--- src/rtl/pc_pkg.sv ---
// pc_pkg: shared types, default sizes and control-priority decode for the program counter stage.
package pc_pkg;
  localparam int ADDR_W_DEF = 10;
  localparam int STACK_DEPTH_DEF = 8;
  localparam int DELAY_W_DEF = 32;
  typedef enum logic {OCIOSO, ESPERA} estado_e;
  typedef enum logic [2:0] {C_DELAY, C_RET, C_CALL, C_JUMP, C_BRANCH, C_SEQ} ctrl_e;
  // First match wins; unlisted pilha combinations land on the lower rules.
  function automatic ctrl_e decode(input logic dly, sal, des, pil, emp);
    return dly ? C_DELAY :
           (des & pil & !emp) ? C_RET :
           (sal & pil & emp) ? C_CALL :
           (sal & !pil) ? C_JUMP :
           (des & !pil) ? C_BRANCH : C_SEQ;
  endfunction
endpackage

--- src/rtl/contador_de_programa_if.sv ---
// contador_de_programa_if: control-unit to program-counter bundle.
interface contador_de_programa_if #(
  parameter int ADDR_W = 10,
  parameter int DELAY_W = 32
);
  logic enable, salto, desvio, pilha, emp_desemp, cond, delay;
  logic [ADDR_W-1:0] alvo;
  logic [DELAY_W-1:0] delay_count;
  logic [ADDR_W-1:0] pc;
  logic stall, stack_overflow, stack_underflow;
  modport master (
    output enable, salto, desvio, pilha, emp_desemp, cond, delay, alvo, delay_count,
    input pc, stall, stack_overflow, stack_underflow
  );
  modport slave (
    input enable, salto, desvio, pilha, emp_desemp, cond, delay, alvo, delay_count,
    output pc, stall, stack_overflow, stack_underflow
  );
endinterface

--- src/rtl/contador_de_programa_pilha_retorno.sv ---
// pilha_retorno: return-address LIFO; contents are not reset, only the pointer.
module pilha_retorno #(
  parameter int DEPTH = 8,
  parameter int W = 10
) (
  input  logic         clock,
  input  logic         reset_n,
  input  logic         push,
  input  logic         pop,
  input  logic [W-1:0] din,
  output logic [W-1:0] top,
  output logic         full,
  output logic         empty
);
  localparam int SP_W = $clog2(DEPTH) + 1;
  logic [SP_W-1:0] sp_q, sp_d;
  logic [SP_W-2:0] wr_idx, rd_idx;
  logic [W-1:0] mem_q [DEPTH];
  assign full = sp_q == SP_W'(DEPTH);
  assign empty = sp_q == '0;
  assign wr_idx = sp_q[SP_W-2:0];
  assign rd_idx = wr_idx - (SP_W-1)'(1);
  assign top = mem_q[rd_idx];
  always_comb sp_d = (push && !full) ? sp_q + SP_W'(1) :
                     (pop && !empty) ? sp_q - SP_W'(1) : sp_q;
  always_ff @(posedge clock or negedge reset_n)
    if (!reset_n) sp_q <= '0;
    else sp_q <= sp_d;
  always_ff @(posedge clock)
    if (push && !full) mem_q[wr_idx] <= din;
endmodule

--- src/rtl/contador_de_programa.sv ---
// contador_de_programa: next-address generation with call/return stack and delay stall.
module contador_de_programa
  import pc_pkg::*;
#(
  parameter int ADDR_W = ADDR_W_DEF,
  parameter int STACK_DEPTH = STACK_DEPTH_DEF,
  parameter int DELAY_W = DELAY_W_DEF
) (
  input logic clock,
  input logic reset_n,
  contador_de_programa_if.slave bus
);
  estado_e estado_q, estado_d;
  ctrl_e ctrl;
  logic [ADDR_W-1:0] pc_q, pc_d, pc_inc, top;
  logic [DELAY_W-1:0] cnt_q, cnt_d;
  logic ovf_q, ovf_d, unf_q, unf_d, push, pop, full, empty;
  assign pc_inc = pc_q + ADDR_W'(1);
  assign ctrl = decode(bus.delay, bus.salto, bus.desvio, bus.pilha, bus.emp_desemp);
  always_comb begin
    pc_d = pc_q;
    cnt_d = cnt_q;
    estado_d = estado_q;
    ovf_d = ovf_q;
    unf_d = unf_q;
    push = 1'b0;
    pop = 1'b0;
    if (bus.enable && estado_q == ESPERA) begin
      cnt_d = cnt_q - DELAY_W'(1);
      estado_d = (cnt_q == DELAY_W'(1)) ? OCIOSO : ESPERA;
      pc_d = (cnt_q == DELAY_W'(1)) ? pc_inc : pc_q;
    end else if (bus.enable) begin
      case (ctrl)
        C_DELAY: begin
          pc_d = (bus.delay_count == '0) ? pc_inc : pc_q;
          cnt_d = bus.delay_count;
          estado_d = (bus.delay_count == '0) ? OCIOSO : ESPERA;
        end
        C_RET: begin
          pc_d = empty ? pc_inc : top;
          pop = !empty;
          unf_d = unf_q | empty;
        end
        C_CALL: begin
          pc_d = bus.alvo;
          push = !full;
          ovf_d = ovf_q | full;
        end
        C_JUMP: pc_d = bus.alvo;
        C_BRANCH: pc_d = bus.cond ? bus.alvo : pc_inc;
        default: pc_d = pc_inc;
      endcase
    end
  end
  always_ff @(posedge clock or negedge reset_n)
    if (!reset_n) begin
      estado_q <= OCIOSO;
      pc_q <= '0;
      cnt_q <= '0;
      ovf_q <= 1'b0;
      unf_q <= 1'b0;
    end else begin
      estado_q <= estado_d;
      pc_q <= pc_d;
      cnt_q <= cnt_d;
      ovf_q <= ovf_d;
      unf_q <= unf_d;
    end
  pilha_retorno #(.DEPTH(STACK_DEPTH), .W(ADDR_W)) u_pilha (
    .clock(clock),
    .reset_n(reset_n),
    .push(push),
    .pop(pop),
    .din(pc_inc),
    .top(top),
    .full(full),
    .empty(empty)
  );
  assign bus.pc = pc_q;
  assign bus.stall = estado_q == ESPERA;
  assign bus.stack_overflow = ovf_q;
  assign bus.stack_underflow = unf_q;
endmodule

--- src/flat_wrapper.sv ---
// flat-port wrapper written by rule: the top's interface ports become plain ports
module contador_de_programa_flat import pc_pkg::*;
#(
  parameter int ADDR_W = ADDR_W_DEF,
  parameter int STACK_DEPTH = STACK_DEPTH_DEF,
  parameter int DELAY_W = DELAY_W_DEF
)
  (clock, reset_n, bus_enable, bus_salto, bus_desvio, bus_pilha, bus_emp_desemp, bus_cond, bus_delay, bus_alvo, bus_delay_count, bus_pc, bus_stall, bus_stack_overflow, bus_stack_underflow);
  contador_de_programa_if #(.ADDR_W(ADDR_W), .DELAY_W(DELAY_W)) bus_i ();
  input logic clock;
  input logic reset_n;
  input wire logic [$bits(bus_i.enable)-1:0] bus_enable;
  input wire logic [$bits(bus_i.salto)-1:0] bus_salto;
  input wire logic [$bits(bus_i.desvio)-1:0] bus_desvio;
  input wire logic [$bits(bus_i.pilha)-1:0] bus_pilha;
  input wire logic [$bits(bus_i.emp_desemp)-1:0] bus_emp_desemp;
  input wire logic [$bits(bus_i.cond)-1:0] bus_cond;
  input wire logic [$bits(bus_i.delay)-1:0] bus_delay;
  input wire logic [$bits(bus_i.alvo)-1:0] bus_alvo;
  input wire logic [$bits(bus_i.delay_count)-1:0] bus_delay_count;
  output wire logic [$bits(bus_i.pc)-1:0] bus_pc;
  output wire logic [$bits(bus_i.stall)-1:0] bus_stall;
  output wire logic [$bits(bus_i.stack_overflow)-1:0] bus_stack_overflow;
  output wire logic [$bits(bus_i.stack_underflow)-1:0] bus_stack_underflow;
  assign bus_i.enable = bus_enable;
  assign bus_i.salto = bus_salto;
  assign bus_i.desvio = bus_desvio;
  assign bus_i.pilha = bus_pilha;
  assign bus_i.emp_desemp = bus_emp_desemp;
  assign bus_i.cond = bus_cond;
  assign bus_i.delay = bus_delay;
  assign bus_i.alvo = bus_alvo;
  assign bus_i.delay_count = bus_delay_count;
  assign bus_pc = bus_i.pc;
  assign bus_stall = bus_i.stall;
  assign bus_stack_overflow = bus_i.stack_overflow;
  assign bus_stack_underflow = bus_i.stack_underflow;
  contador_de_programa #(.ADDR_W(ADDR_W), .STACK_DEPTH(STACK_DEPTH), .DELAY_W(DELAY_W)) u_core (.clock(clock), .reset_n(reset_n), .bus(bus_i));
endmodule
--- config.mk ---
export PLATFORM = sky130hd
export DESIGN_NAME = contador_de_programa_flat
export DESIGN_NICKNAME = d
export VERILOG_FILES = /design/src/rtl/pc_pkg.sv /design/src/rtl/contador_de_programa_if.sv /design/src/rtl/contador_de_programa_pilha_retorno.sv /design/src/rtl/contador_de_programa.sv /design/src/flat_wrapper.sv
export SDC_FILE = /design/constraint.sdc
export NUM_CORES = 1
export LEC_CHECK = 0
export BUFFER_PORTS_ARGS = -buffer_cell sky130_fd_sc_hd__buf_4
export CAP_MARGIN = 10
export CORE_MARGIN = 2
export CORE_UTILIZATION = 45
export DETAILED_ROUTE_END_ITERATION = 16
export SKIP_LAST_GASP = 1
export SYNTH_ARGS = -nofsm -noshare
export SYNTH_HDL_FRONTEND = slang
export SYNTH_SLANG_ARGS = --single-unit
--- constraint.sdc ---
create_clock -name clock -period 3.7 [get_ports clock]
set_clock_uncertainty 0.1 [all_clocks]
set_input_delay 0.555 -clock clock [delete_from_list [all_inputs] [get_ports clock]]
set_output_delay 0.555 -clock clock [all_outputs]
set_load 0.1 [all_outputs]
### After elaboration in Yosys (flattened, before gate mapping)

Memory sizes are Yosys's and may differ from the RTL's.
Cells that the tools add are included.

| cells by class | value |
|---|---|
| add/subtract/negate cells | 5 |
| equal/unequal tests | 8 |
| muxes and demuxes | 30 |
| bitwise logic cells | 9 |
| reduce and logical (&&, ||, !) cells | 18 |

Operator list:

| cell | number |
|---|---|
| $mux 32 | 3 |
| $mux 10 | 6 |
| $pmux 10 s4 | 1 |
| $eq 32x1->1 const B | 1 |
| $logic_not 32->1 | 1 |
| $sub 32x1->32 const B | 1 |
| $mux 1 | 14 |
| $mux 3 | 4 |
| $add 10x1->10 const B | 1 |
| $reduce_and 3->1 | 3 |
| $mux 4 | 2 |
| $and 1x1->1 | 6 |
| $eq 3x2->1 const B | 2 |
| $reduce_bool 2->1 | 3 |
| $add 4x1->4 const B | 1 |
| $eq 4x4->1 const B | 1 |
| $logic_not 1->1 | 4 |
| $logic_not 4->1 | 1 |
| $sub 4x1->4 const B | 1 |
| $eq 3x1->1 const B | 1 |
| $eq 3x3->1 const B | 1 |
| $logic_and 1x1->1 | 3 |
| $logic_not 3->1 | 1 |
| $ne 3x1->1 const B | 1 |
| other kinds (6) | 7 |

| word-level totals | value |
|---|---|
| flip-flop bits (word level) | 49 |
| RAM bits | 80 |
| bits of input ports | 51 |
| output and inout port bits | 13 |
| logic and storage cells | 77 |
| memories | 1 |

Memory list:

| name | depth | bits a word | rd ports | clocked after memory_dff | write ports | line | source |
|---|---|---|---|---|---|---|---|
| u_core.u_pilha.mem_q | 8 | 10 | 1 | 0 | 1 | contador_de_programa_pilha_retorno.sv:18 | `logic [W-1:0] mem_q [DEPTH];` |

### Depth between registers and ports, before layout

Gate-level depths: netlist (run 1).

| depth | value |
|---|---|
| depth in word-level cells | 14 |
| depth in mapped cells | 11 |

### By module

Synthesis (run 1) repeated with hierarchy kept, for this count alone.

| second synthesis, totals | value |
|---|---|
| cell total of the unflattened synthesis | 540 |
| area total of the unflattened synthesis | 6,657.6 µm² |

Modules (own cells, without submodules):

| module | times used | cells an instance | area each (µm²) | sequential area each (µm²) |
|---|---|---|---|---|
| pilha_retorno | 1 | 163 | 3,424.5 | 2,502.4 |
| contador_de_programa | 1 | 377 | 3,233.1 | 1,126.1 |

### Least setup slack after synthesis (run 1)

Ideal clock, no wire load.

| timing path | value |
|---|---|
| kind | reg-to-reg |
| start | register u_core.estado_q (netlist: u_core.bus.stall) |
| end | memory u_core.u_pilha.mem_q[0][0], enable pin |
| arrival time | 2.502 ns |
| path slack | 0.708 ns |
| stages on the path, launching flop included | 6 |
| buffers on the path | 1 |
| clock period less this slack | 2.992 ns |
| cells stage by stage | dfrtp_1 > buf_2 > nor2b_1 > and4_1 > nand3_1 > nor3_1 |

| on the way | value |
|---|---|
| cells in the longest elaborated chain, start to end | 5 |

Ends and longest elaborated chain:

| item | line | source |
|---|---|---|
| from (decl) | contador_de_programa.sv:13 | `estado_e estado_q, estado_d;` |
| from (signal assigned) | contador_de_programa.sv:63 | `estado_q <= estado_d;` |
| $logic_and 1x1->1 | contador_de_programa.sv:28 | `if (bus.enable && estado_q == ESPERA) begin` |
| $mux 1 | contador_de_programa.sv:28 |  |
| $logic_and 1x1->1 | contador_de_programa_pilha_retorno.sv:30 | `if (push && !full) mem_q[wr_idx] <= din;` |
| $mux 1 | contador_de_programa_pilha_retorno.sv:30 |  |
| $mux 1 (not written as such) | contador_de_programa_pilha_retorno.sv:30 |  |
| to (decl) | contador_de_programa_pilha_retorno.sv:18 |  |

No other way between the ends.

### Worst setup path after layout (run 1)

| timing path | value |
|---|---|
| start | register u_core.u_pilha.sp_q[0] |
| end | register u_core.pc_q[8] (netlist: u_core.bus.pc[8]) |

| on the way | value |
|---|---|
| cells in the longest elaborated chain, start to end | 6 |
| elaborated cells on any way between the ends | 7 |
| classes of those cells | add/sub (1); mux (4); reduce/logical (1); memory (1) |

Ends and longest elaborated chain:

| item | line | source |
|---|---|---|
| from (decl) | contador_de_programa_pilha_retorno.sv:16 | `logic [SP_W-1:0] sp_q, sp_d;` |
| from (signal assigned) | contador_de_programa_pilha_retorno.sv:28 | `else sp_q <= sp_d;` |
| $sub 3x1->3 | contador_de_programa_pilha_retorno.sv:22 | `assign rd_idx = wr_idx - (SP_W-1)'(1);` |
| named net u_core.u_pilha.rd_idx[0] | contador_de_programa_pilha_retorno.sv:17 | `logic [SP_W-2:0] wr_idx, rd_idx;` |
| $mem_v2 8x10 | n/a |  |
| $mux 10 | contador_de_programa.sv:40 | `pc_d = empty ? pc_inc : top;` |
| $pmux 10 s4 | contador_de_programa.sv:33 | `case (ctrl)` |
| $mux 10 | contador_de_programa.sv:32 | `end else if (bus.enable) begin` |
| $mux 10 | contador_de_programa.sv:28 |  |
| to (signal assigned) | contador_de_programa.sv:64 | `pc_q <= pc_d;` |
| to (decl) | contador_de_programa.sv:15 | `logic [ADDR_W-1:0] pc_q, pc_d, pc_inc, top;` |

The timed path passes the listed nets, and every way through them passes these cells. The select of a mux whose other input is x is not followed.
A chain may end at the register's enable or synchronous reset.

==> metrics.md, run 1 <==
| Metric | Value |
|---|---|
| #FFs+latches synth | `129` |
| Setup CP Type | `flip-flop to flip-flop` |
| Final Hold Viols | `0` |
| Largest net degree at the start of global routing | `50` |
| TritonCTS clock tree | `done` |
| Rows | `44` |
| Register area share after synthesis | `54.7%` |
| Synth Instances | `576` |
| Largest area contributor in the netlist | `edfxtp_1` |
| Die height | `125 um` |
| Drt pass-1 iters | `6` |
| Hpwl dp | `12,100 um` |
| Worst-case vdd ir drop | `303 uV` |
| Initial DRC count | `485` |
| EDFF count, synth | `80` |
| Post-route antenna net violation count | `0` |
| Status | `complete, no violations` |
| Post-placement worst setup slack | `820 ps` |
| Syn_nets | `634` |
| Fin crit period | `2870 ps` |
| Slew headroom | `44.8%` |
| Starting Density | `45.8%` |
| Pwr dens | `543 nW/um2` |
| Power, Total | `4.28 mW` |
| Post-Syn Area | `6640 um2` |
| Gr usage total | `22.8%` |
| Core footprint | `14,500 um2` |
| Drt total wl | `17,500 um` |
| CP endpoint kind | `flip-flop` |
| Setup ws final | `827 ps` |
| Die X | `125 um` |
| Worst R2R Setup Slack | `830 ps` |
| Grt total ovfl | `0` |
| Setup TNS | `0 ps` |
| Antenna violations before repair | `0` |
| # resized after CTS | `0` |
| Max-cap violation count | `0` |
| Final setup viols | `0` |
| Sequential Area | `3630 um2` |
| Crit path DAT | `3070 ps` |
| Hold buffer count at CTS | `0` |
| Syn avg cell area | `11.5 um2` |
| Layout filler cell count | `1,235` |
| Maximum clock frequency | `0.348 GHz` |
| Overall die area | `15,700 um2` |
| Post-synth ARST share | `38.0%` |
| Vias per inst | `6.00` |
| Nets | `706` |
| Synth area leaders | `edfxtp_1, dfrtp_1, mux4_2, nor2_1, nand2_1` |
| Vias in the first global route | `4,852` |
| Multi-input logic area | `2800 um2` |
| Clock sinks | `129` |
| # placed instances | `813` |
| Synth unique cells | `78` |
| Clk_lat worst skew | `420 ps` |
| Layout Area Growth over Synthesis | `18.8%` |
| Antenna Cells | `0` |
| Clk root buf | `clkbuf_16` |
| Register clock-pin slew on the reported worst setup and hold paths | `60 ps` |
| Layout cells sized above 1 | `22.2%` |
| Non-filler instance count after layout | `845` |
| First-pass GRT wire length | `27,700 um` |
| CTS Buf Count | `17` |
| WL/cell | `20.7 um` |
| Port Buffer Count | `63` |
| Final period util | `77.7%` |
| Max-slew violations | `0` |
| RSZ-0062 raised after global routing | `false` |
| Residual DRC | `0` |
| Vias post-DR | `5,067` |
| Worst-margin pin slew | `827 ps` |
| Predominant post-synthesis flop cell | `edfxtp_1` |
| # H-tree levels | `4` |
| RD Place Congestion | `0.801` |
| Crit-path max FO | `22` |
| Hold crit path type | `primary input to asynchronous set/reset pin` |
| Post-CTS Setup Inserts | `0` |
| Ys Warns | `0` |
| Clock buffer depth | `2` |
| Nature of the critical path startpoint | `flip-flop` |
| Leakage | `2.90 nW` |
| Yosys top cell area share | `36.2%` |
| CP required | `3900 ps` |
| IO Pins | `64` |
==> cell usage after synthesis, types with 4 or more instances <==
library cell / number
a21oi_1: 37
a311oi_1: 5
nor2b_1: 4
nor2_1: 59
buf_2: 5
nand3_1: 20
a22oi_1: 10
ha_1: 6
nand4_1: 6
edfxtp_1: 80
nand2_1: 56
clkbuf_1: 16
o22ai_1: 7
mux4_2: 12
or3_1: 4
o21ai_1: 7
nor3_1: 15
a211oi_1: 8
o21ai_0: 27
nand2b_1: 4
xnor2_1: 9
inv_1: 8
and2_1: 5
dfrtp_1: 49
nor4_1: 14
buf_6: 5
mux2i_1: 17
a31oi_1: 4
==> metrics by stage <==
stage	instance area [um2]	utilization (%)	hold slack (ps)
2_1_floorplan	6640	-	159
3_3_place_gp	7310	50.5	394
3_5_place_dp	7320	50.6	379
4_1_cts	7880	54.5	96.9
5_1_grt	7880	54.5	114
6_report	7880	54.5	60.2
==> where the power goes <==
group	leakage, nW	internal, mW	switching [mW]
logic	1.32	0.326	0.573
clock network	0.265	0.930	0.651
registers	1.31	1.68	0.120
==> logic make-up (layout without fill, tap and decap cells) <==
family          count (synthesis)  in the layout  share of synthesized area (%)
flops                         129            129                           54.7
xor+xnor                       13             13                           1.83
fa+ha+maj                       7              7                           1.43
buf+inv                        40            125                           3.11
simple gates                  214            214                           16.6
compound gates                139            139                           14.2
mux                            34             34                           8.17
==> sequential cells by signal (all words and copies together), names as in the netlist <==
signal / count
u_core.bus.pc: 10
u_core.bus.stall: 1
u_core.cnt_q: 32
u_core.u_pilha.mem_q: 80
u_core.u_pilha.sp_q: 4
u_core.bus.stack_overflow: 1
u_core.bus.stack_underflow: 1
==> layout by cell type (no fill, tap or decap), types with 8 or more instances in the layout <==
master and instances:
nor3_1 15, o21ai_0 27, clkbuf_16 17, mux2i_1 17
a21oi_1 37, nand3_1 20, mux4_2 12, xnor2_1 9
dfrtp_1 49, a211oi_1 8, nand2_1 56, a22oi_1 10
edfxtp_1 80, buf_4 82, nor4_1 14, inv_1 8
nor2_1 59
==> worst paths after layout <==
check,startpoint,end,cells after the start
worst min register to register,u_core.bus.stack_overflow,u_core.bus.stack_overflow,1
worst min-delay path,reset_n,u_core.bus.pc[0],1
worst max-delay path,u_core.u_pilha.sp_q[0],u_core.bus.pc[8],9
max in group asynchronous,reset_n,u_core.cnt_q[21],1
worst max register to register,u_core.u_pilha.sp_q[0],u_core.bus.pc[8],9
min in group clock,bus_delay_count[28],u_core.cnt_q[28],3
==> cell type report <==
class / instances / share of cell area (%)
clock inverters: 14 / 1.67
multi-input cells: 407 / 35.5
inverters: 10 / 0.476
flip-flops and latches: 129 / 46.0
clock buffers: 18 / 5.44
repair buffers: 83 / 7.95
well taps: 184 / 2.92
==> layer usage <==
| metal | part of all wire [%] | GRT usage (%) | up-vias |
|---|---|---|---|
| li1 | - | - | 2363 |
| met1 | 46 | 33.0 | 2505 |
| met2 | 47 | 34.3 | 176 |
| met3 | 5.8 | 5.48 | 23 |
| met4 | 1.3 | 7.06 | 0 |
| met5 | 0 | 0 | - |
==> critical path: stages (launching register included) <==
cell	delay [ps]
dfrtp_1	350
clkinv_1	290
ha_1	400
xor2_2	130
buf_4	370
mux4_1	600
mux2i_1	150
o21ai_1	70
a22oi_1	180
a21oi_1	90
No activity file was read; power rests on OpenSTA's default activity.
==> run 2, diff against run 1 <==
Clock period 3.7 ns to 3 ns, I/O delays scaled along.
==> run 2 against run 1 <==
The run now ends with negative hold slack left. Routed wire length down 1.3%. Count of clock-buffer cells in the layout unchanged. Non-clock buffer count rose by 5. Maximum frequency is 11% higher. Flip-flop and latch count unchanged. Via count is 1.6% higher. Die area did not move. Register-to-register slack got worse by 420 ps. First-iteration DRC count grew 9.5%. Critical path type unchanged.
==> metrics.md, run 2 (synthesized netlist as in run 1, its figures left out) <==
| Metric | Value |
|---|---|
| Reg2reg path depth | `9 (unchanged)` |
| Drt pass-1 iters | `5 (was 6)` |
| Maximum clock frequency | `0.385 GHz (was 0.348 GHz)` |
| Nets | `711 (was 706)` |
| Slew headroom | `43.6% (was 44.8%)` |
| Drt total wl | `17,200 um (was 17,500 um)` |
| Clock buffer depth | `2 (unchanged)` |
| Most used routing layer | `met2 (unchanged)` |
| First-pass GRT wire length | `27,100 um (was 27,700 um)` |
| Vias post-DR | `5,148 (was 5,067)` |
| Core footprint | `14,500 um2 (unchanged)` |
| WL/cell | `20.3 um (was 20.7 um)` |
| CTS Buf Count | `17 (unchanged)` |
| Worst R2R Setup Slack | `400 ps (was 830 ps)` |
| Residual DRC | `0 (unchanged)` |
| Clk_lat worst skew | `420 ps (about the same)` |
| Comb power frac | `21.2% (was 21.0%)` |
| Hold slack | `-24.8 ps (was 60.2 ps)` |
| Gr usage total | `22.3% (was 22.8%)` |
| M2 GR Usage | `33.7% (was 34.3%)` |
| Hold buffer count at CTS | `0 (unchanged)` |
| Reg-to-reg endpoint | `u_core.bus.pc[8] (unchanged)` |
| Met1 Track Usage GR | `32.2% (was 33.0%)` |
| CP required | `3210 ps (was 3900 ps)` |
| Fin crit period | `2600 ps (was 2870 ps)` |
| Layout Area Growth over Synthesis | `19.7% (was 18.8%)` |
| Power share of the sequential group | `41.9% (was 42.1%)` |
| Antenna Cells | `0 (unchanged)` |
| IO Pins | `64 (unchanged)` |
| Violated checks | `negative hold slack` |
| Setup CP Type | `flip-flop to flip-flop (unchanged)` |
| Port Buffer Count | `63 (unchanged)` |
| Placed cell area | `7380 um2 (was 7320 um2)` |
| Vias in the first global route | `4,949 (was 4,852)` |
| Status | `finished with violations (was complete, no violations)` |
| Nature of the critical path startpoint | `flip-flop (unchanged)` |
| Largest Register | `u_core.u_pilha.mem_q (unchanged)` |
| Int Pwr | `3.64 mW (was 2.94 mW)` |
| Final period util | `86.6% (was 77.7%)` |
| Die height | `125 um (unchanged)` |
| Power, Total | `5.31 mW (was 4.28 mW)` |
| Post-CTS Setup Inserts | `0 (unchanged)` |
| Post-route antenna net violation count | `0 (unchanged)` |
| Most common library cell in the layout ignoring fill and taps | `buf_4 (unchanged)` |
| Met3 usage | `5.22% (was 5.48%)` |
| Die X | `125 um (unchanged)` |
| Max-slew violations | `0 (unchanged)` |
| Fin area | `7940 um2 (was 7880 um2)` |
| Sw frac | `31.4% (about the same)` |
| Hpwl dp | `12,000 um (was 12,100 um)` |
| Final Hold Viols | `15 (was 0)` |
| Starting Density | `45.8% (unchanged)` |
| TritonCTS clock tree | `done (unchanged)` |
| Hold crit path type | `primary input to asynchronous set/reset pin (unchanged)` |
| Clk network pwr share | `37.0% (was 36.9%)` |
| Worst reg2reg path startpoint | `u_core.u_pilha.sp_q[1] (was u_core.u_pilha.sp_q[0])` |
| Overall die area | `15,700 um2 (unchanged)` |
| Post-placement worst setup slack | `432 ps (was 820 ps)` |
| # resized after CTS | `0 (unchanged)` |
| Vias per inst | `6.06 (was 6.00)` |
| Register clock-pin slew on the reported worst setup and hold paths | `60 ps (about the same)` |
| Clock sinks | `129 (unchanged)` |
| # H-tree levels | `4 (unchanged)` |
| Clk root buf | `clkbuf_16 (unchanged)` |
| Critical Path Start | `u_core.u_pilha.sp_q[1] (was u_core.u_pilha.sp_q[0])` |
| Number of flip-flops in the largest register | `80 (unchanged)` |
| Antenna violations before repair | `0 (unchanged)` |
| Crit path DAT | `2800 ps (was 3070 ps)` |
| Layout cells sized above 1 | `23.0% (was 22.2%)` |
| Leakage | `2.94 nW (was 2.90 nW)` |
| Initial DRC count | `531 (was 485)` |
| Pwr dens | `668 nW/um2 (was 543 nW/um2)` |
| Crit-path max FO | `22 (unchanged)` |
| RD Place Congestion | `0.866 (was 0.801)` |
| Max-cap violation count | `0 (unchanged)` |
| Worst-case vdd ir drop | `394 uV (was 303 uV)` |
| Worst-margin pin slew | `846 ps (was 827 ps)` |
| Final setup viols | `0 (unchanged)` |
| Rows | `44 (unchanged)` |
| Grt total ovfl | `0 (unchanged)` |
| Setup TNS | `0 ps (unchanged)` |
| RSZ-0062 raised after global routing | `false (unchanged)` |
| Largest net degree at the start of global routing | `50 (unchanged)` |
| Leading cell types in the layout, fill and taps excluded | `buf_4, edfxtp_1, nor2_1 (unchanged)` |
| Switching Power | `1.67 mW (was 1.34 mW)` |
| Setup ws final | `403 ps (was 827 ps)` |
| CP endpoint kind | `flip-flop (unchanged)` |
## run 2: layout make-up
| type | count | area (um2) |
|---|---|---|
| multi-input cells | 407 | 2800 |
| clock inverters | 14 | 131 |
| fillers | 1254 | 6540 |
| inverters | 10 | 37.5 |
| clock buffers | 18 | 429 |
| flip-flops and latches | 129 | 3630 |
| well taps | 184 | 230 |
| repair buffers | 88 | 686 |
## run 2: power groups by stage
stage / sequential (mW) / clock (mW) / combinational, mW
after global routing: 2.24 / 2.07 / 1.21
after detailed placement: 2.25 / 0 / 1.12
after global placement: 2.25 / 0 / 1.10
final: 2.22 / 1.96 / 1.12
after CTS: 2.22 / 1.98 / 1.12
after floorplan: 2.41 / 0 / 0.619
## run 2: through the flow
| stage | cells | util, % |
|---|---|---|
| 2_1_floorplan | 576 | - |
| 3_3_place_gp | 818 | 51.0 |
| 3_5_place_dp | 818 | 51.0 |
| 4_1_cts | 850 | 54.9 |
| 5_1_grt | 850 | 54.9 |
| 6_report | 850 | 54.9 |
## run 2: how the worst max path moves through the flow
| stage | to |
|---|---|
| floorplan | u_core.u_pilha.mem_q[0][0] |
| global placement | u_core.bus.pc[6] |
| detailed placement | u_core.u_pilha.sp_q[3] |
| CTS | u_core.bus.pc[8] |
| global route | u_core.cnt_q[26] |
| finish | u_core.bus.pc[8] |
## run 2: worst max-delay path: stages (launching register included)
cell and delay, ps:
dfrtp_1 500, inv_1 120, ha_1 270, xor2_2 190, buf_12 230, mux4_1 570
mux2i_1 160, o21ai_1 70, a22oi_1 170, a21oi_1 90
## run 2: layer usage
| layer | wire, um | vias to the layer above |
|---|---|---|
| met2 | 7980 | 177 |
| met5 | 0 | - |
| met3 | 1070 | 21 |
| li1 | - | 2373 |
| met4 | 216 | 0 |
| met1 | 7970 | 2577 |
==> run 3, diff against run 2 <==
Settings changed: BUFFER_PORTS_ARGS -buffer_cell sky130_fd_sc_hd__buf_4 to unset, DONT_BUFFER_PORTS set to 1.
==> run 3 against run 2 <==
The flow now finishes without violations. Power grew 2.1%. Sequential share of layout area rose by 1.8 points. Combinational power down 7%. Routed wire length is 1.4% lower. Clock power up 10%. Worst setup slack got worse by 8.9 ps. Via count is 3.6% lower. Core utilization decreased by 2.1 points. Count of clock-buffer cells in the layout stayed put. Critical path type unchanged.
==> metrics.md, run 3 (synthesized netlist as in run 1, its figures left out) <==
| Metric | Value |
|---|---|
| Residual DRC | `0 (unchanged)` |
| Hpwl dp | `11,800 um (was 12,000 um)` |
| Final Hold Viols | `0 (was 15)` |
| Clock sinks | `129 (unchanged)` |
| Most common library cell in the layout ignoring fill and taps | `edfxtp_1 (was buf_4)` |
| Overall die area | `15,700 um2 (unchanged)` |
| CTS Buf Count | `17 (unchanged)` |
| Setup TNS | `0 ps (unchanged)` |
| Reg-to-reg endpoint | `u_core.cnt_q[30] (was u_core.bus.pc[8])` |
| Antenna Cells | `0 (unchanged)` |
| Post-placement worst setup slack | `431 ps (was 432 ps)` |
| Worst R2R Setup Slack | `390 ps (was 400 ps)` |
| RSZ-0062 raised after global routing | `false (unchanged)` |
| RD Place Congestion | `0.910 (was 0.866)` |
| Vias post-DR | `4,965 (was 5,148)` |
| Crit-path leading delay family | `simple AND/OR/NAND/NOR gates (was multiplexers)` |
| Initial DRC count | `496 (was 531)` |
| Max-cap violation count | `0 (unchanged)` |
| Clock buffer depth | `2 (unchanged)` |
| Max-slew violations | `0 (unchanged)` |
| IO Pins | `64 (unchanged)` |
| Grt total ovfl | `0 (unchanged)` |
| Setup CP Type | `flip-flop to flip-flop (unchanged)` |
| Instance count on the critical path | `8 (was 9)` |
| Hold slack | `42.2 ps (was -24.8 ps)` |
| Number of flip-flops in the largest register | `80 (unchanged)` |
| Worst path bufs/invs | `1 (was 2)` |
| WL/cell | `21.2 um (was 20.3 um)` |
| Fin area | `7640 um2 (was 7940 um2)` |
| Fin crit period | `2610 ps (was 2600 ps)` |
| # H-tree levels | `4 (unchanged)` |
| Layout cells sized above 1 | `16.5% (was 23.0%)` |
| M1 wire length | `7710 um (was 7970 um)` |
| Slew headroom | `32.9% (was 43.6%)` |
| Drt total wl | `17,000 um (was 17,200 um)` |
| CP endpoint | `u_core.cnt_q[30] (was u_core.bus.pc[8])` |
| Nets | `664 (was 711)` |
| Slowest Stage Delay on Critical Path | `430 ps (was 570 ps)` |
| Clk_lat worst skew | `420 ps (about the same)` |
| Setup ws final | `394 ps (was 403 ps)` |
| Nature of the critical path startpoint | `flip-flop (unchanged)` |
| # resized after CTS | `0 (unchanged)` |
| Leading cell types in the layout, fill and taps excluded | `edfxtp_1, nor2_1, nand2_1 (was buf_4, edfxtp_1, nor2_1)` |
| Critical Path Start | `u_core.cnt_q[1] (was u_core.u_pilha.sp_q[1])` |
| Critical path's slowest cell | `nand4_1 (was mux4_1)` |
| Worst-path cell chain | `inv_1 > ha_1 > nor4b_1 > nand4_1 > nor3b_2 > nand4b_1 > mux2i_1 > a21oi_1 (was inv_1 > ha_1 > xor2_2 > buf_12 > mux4_1 > mux2i_1 > o21ai_1 > a22oi_1 > a21oi_1)` |
| Antenna violations before repair | `0 (unchanged)` |
| Vias per inst | `6.18 (was 6.06)` |
| First-pass GRT wire length | `26,700 um (was 27,100 um)` |
| Met2 WL post-DR | `7930 um (was 7980 um)` |
| CP endpoint kind | `flip-flop (unchanged)` |
| Post-route antenna net violation count | `0 (unchanged)` |
| Pwr dens | `709 nW/um2 (was 668 nW/um2)` |
| Die height | `125 um (unchanged)` |
| Port Buffer Count | `0 (was 63)` |
| Placed cell area | `6990 um2 (was 7380 um2)` |
| Largest Register | `u_core.u_pilha.mem_q (unchanged)` |
| Worst reg2reg path startpoint | `u_core.cnt_q[1] (was u_core.u_pilha.sp_q[1])` |
| Core footprint | `14,500 um2 (unchanged)` |
| Rows | `44 (unchanged)` |
| Largest net degree at the start of global routing | `50 (unchanged)` |
| Register clock-pin slew on the reported worst setup and hold paths | `60 ps (about the same)` |
| Clk root buf | `clkbuf_16 (unchanged)` |
| Vias in the first global route | `4,742 (was 4,949)` |
| Crit-path max FO | `7 (was 22)` |
| Non-filler instance count after layout | `803 (was 850)` |
| Leakage | `2.73 nW (was 2.94 nW)` |
| Crit path DAT | `2800 ps (about the same)` |
| TritonCTS clock tree | `done (unchanged)` |
| DR WL met3 | `1170 um (was 1070 um)` |
| Drt pass-1 iters | `5 (unchanged)` |
| Layout Area Growth over Synthesis | `15.2% (was 19.7%)` |
| Layout filler cell count | `1,232 (was 1,254)` |
| Reg2reg path depth | `8 (was 9)` |
| Worst-case vdd ir drop | `530 uV (was 394 uV)` |
| Starting Density | `45.8% (unchanged)` |
| Final setup viols | `0 (unchanged)` |
| Gr usage total | `22.3% (about the same)` |
| Die X | `125 um (unchanged)` |
| # placed instances | `769 (was 818)` |
| Hold crit path type | `primary input to flip-flop (was primary input to asynchronous set/reset pin)` |
| Maximum clock frequency | `0.384 GHz (was 0.385 GHz)` |
| Status | `complete, no violations (was finished with violations)` |
| Worst-margin pin slew | `1010 ps (was 846 ps)` |
| Final period util | `86.9% (was 86.6%)` |
| CP required | `3200 ps (was 3210 ps)` |
| Top routing layer used | `met4 (unchanged)` |
run 3: cell type report:
type | count | area [um2] | area share, %
inverters | 10 | 37.5 | 0.491
multi-input cells | 407 | 2800 | 36.6
repair buffers | 41 | 330 | 4.32
well taps | 184 | 230 | 3.01
flip-flops and latches | 129 | 3630 | 47.5
clock inverters | 14 | 189 | 2.47
clock buffers | 18 | 429 | 5.61
run 3: power by group:
group | switching, mW | leakage [nW] | internal (mW)
Clock | 0.777 | 0.289 | 1.39
Sequential | 0.139 | 1.31 | 2.08
Combinational | 0.676 | 1.12 | 0.366
Total | 1.59 | 2.73 | 3.83
run 3: per-layer routing:
metal / global-route usage (%) / vias to the layer above
met1: 31.5 / 2483
li1: - / 2277
met2: 33.9 / 185
met3: 7.02 / 20
met5: 0 / -
met4: 5.36 / 0
run 3: stage by stage:
step	total power [mW]	utilization (%)
3_5_place_dp	3.26	48.3
2_1_floorplan	3.03	-
3_3_place_gp	3.23	48.3
6_report	5.42	52.8
5_1_grt	5.64	52.8
4_1_cts	5.44	52.8
run 3: how the worst min path moves through the flow:
| stage | from | endpoint | depth (start not counted) |
|---|---|---|---|
| 2_1_floorplan | reset_n | u_core.bus.pc[0] | 0 |
| 3_3_place_gp | reset_n | u_core.bus.pc[7] | 0 |
| 3_5_place_dp | reset_n | u_core.bus.pc[7] | 0 |
| 4_1_cts | bus_delay_count[28] | u_core.cnt_q[28] | 2 |
| 5_1_grt | bus_delay_count[28] | u_core.cnt_q[28] | 2 |
| 6_report | bus_delay_count[28] | u_core.cnt_q[28] | 2 |
run 3: timing repair:
item	in CTS	in global routing
setup buffers	0	0
hold buffers	2	0
endpoints found under the hold margin	49	0
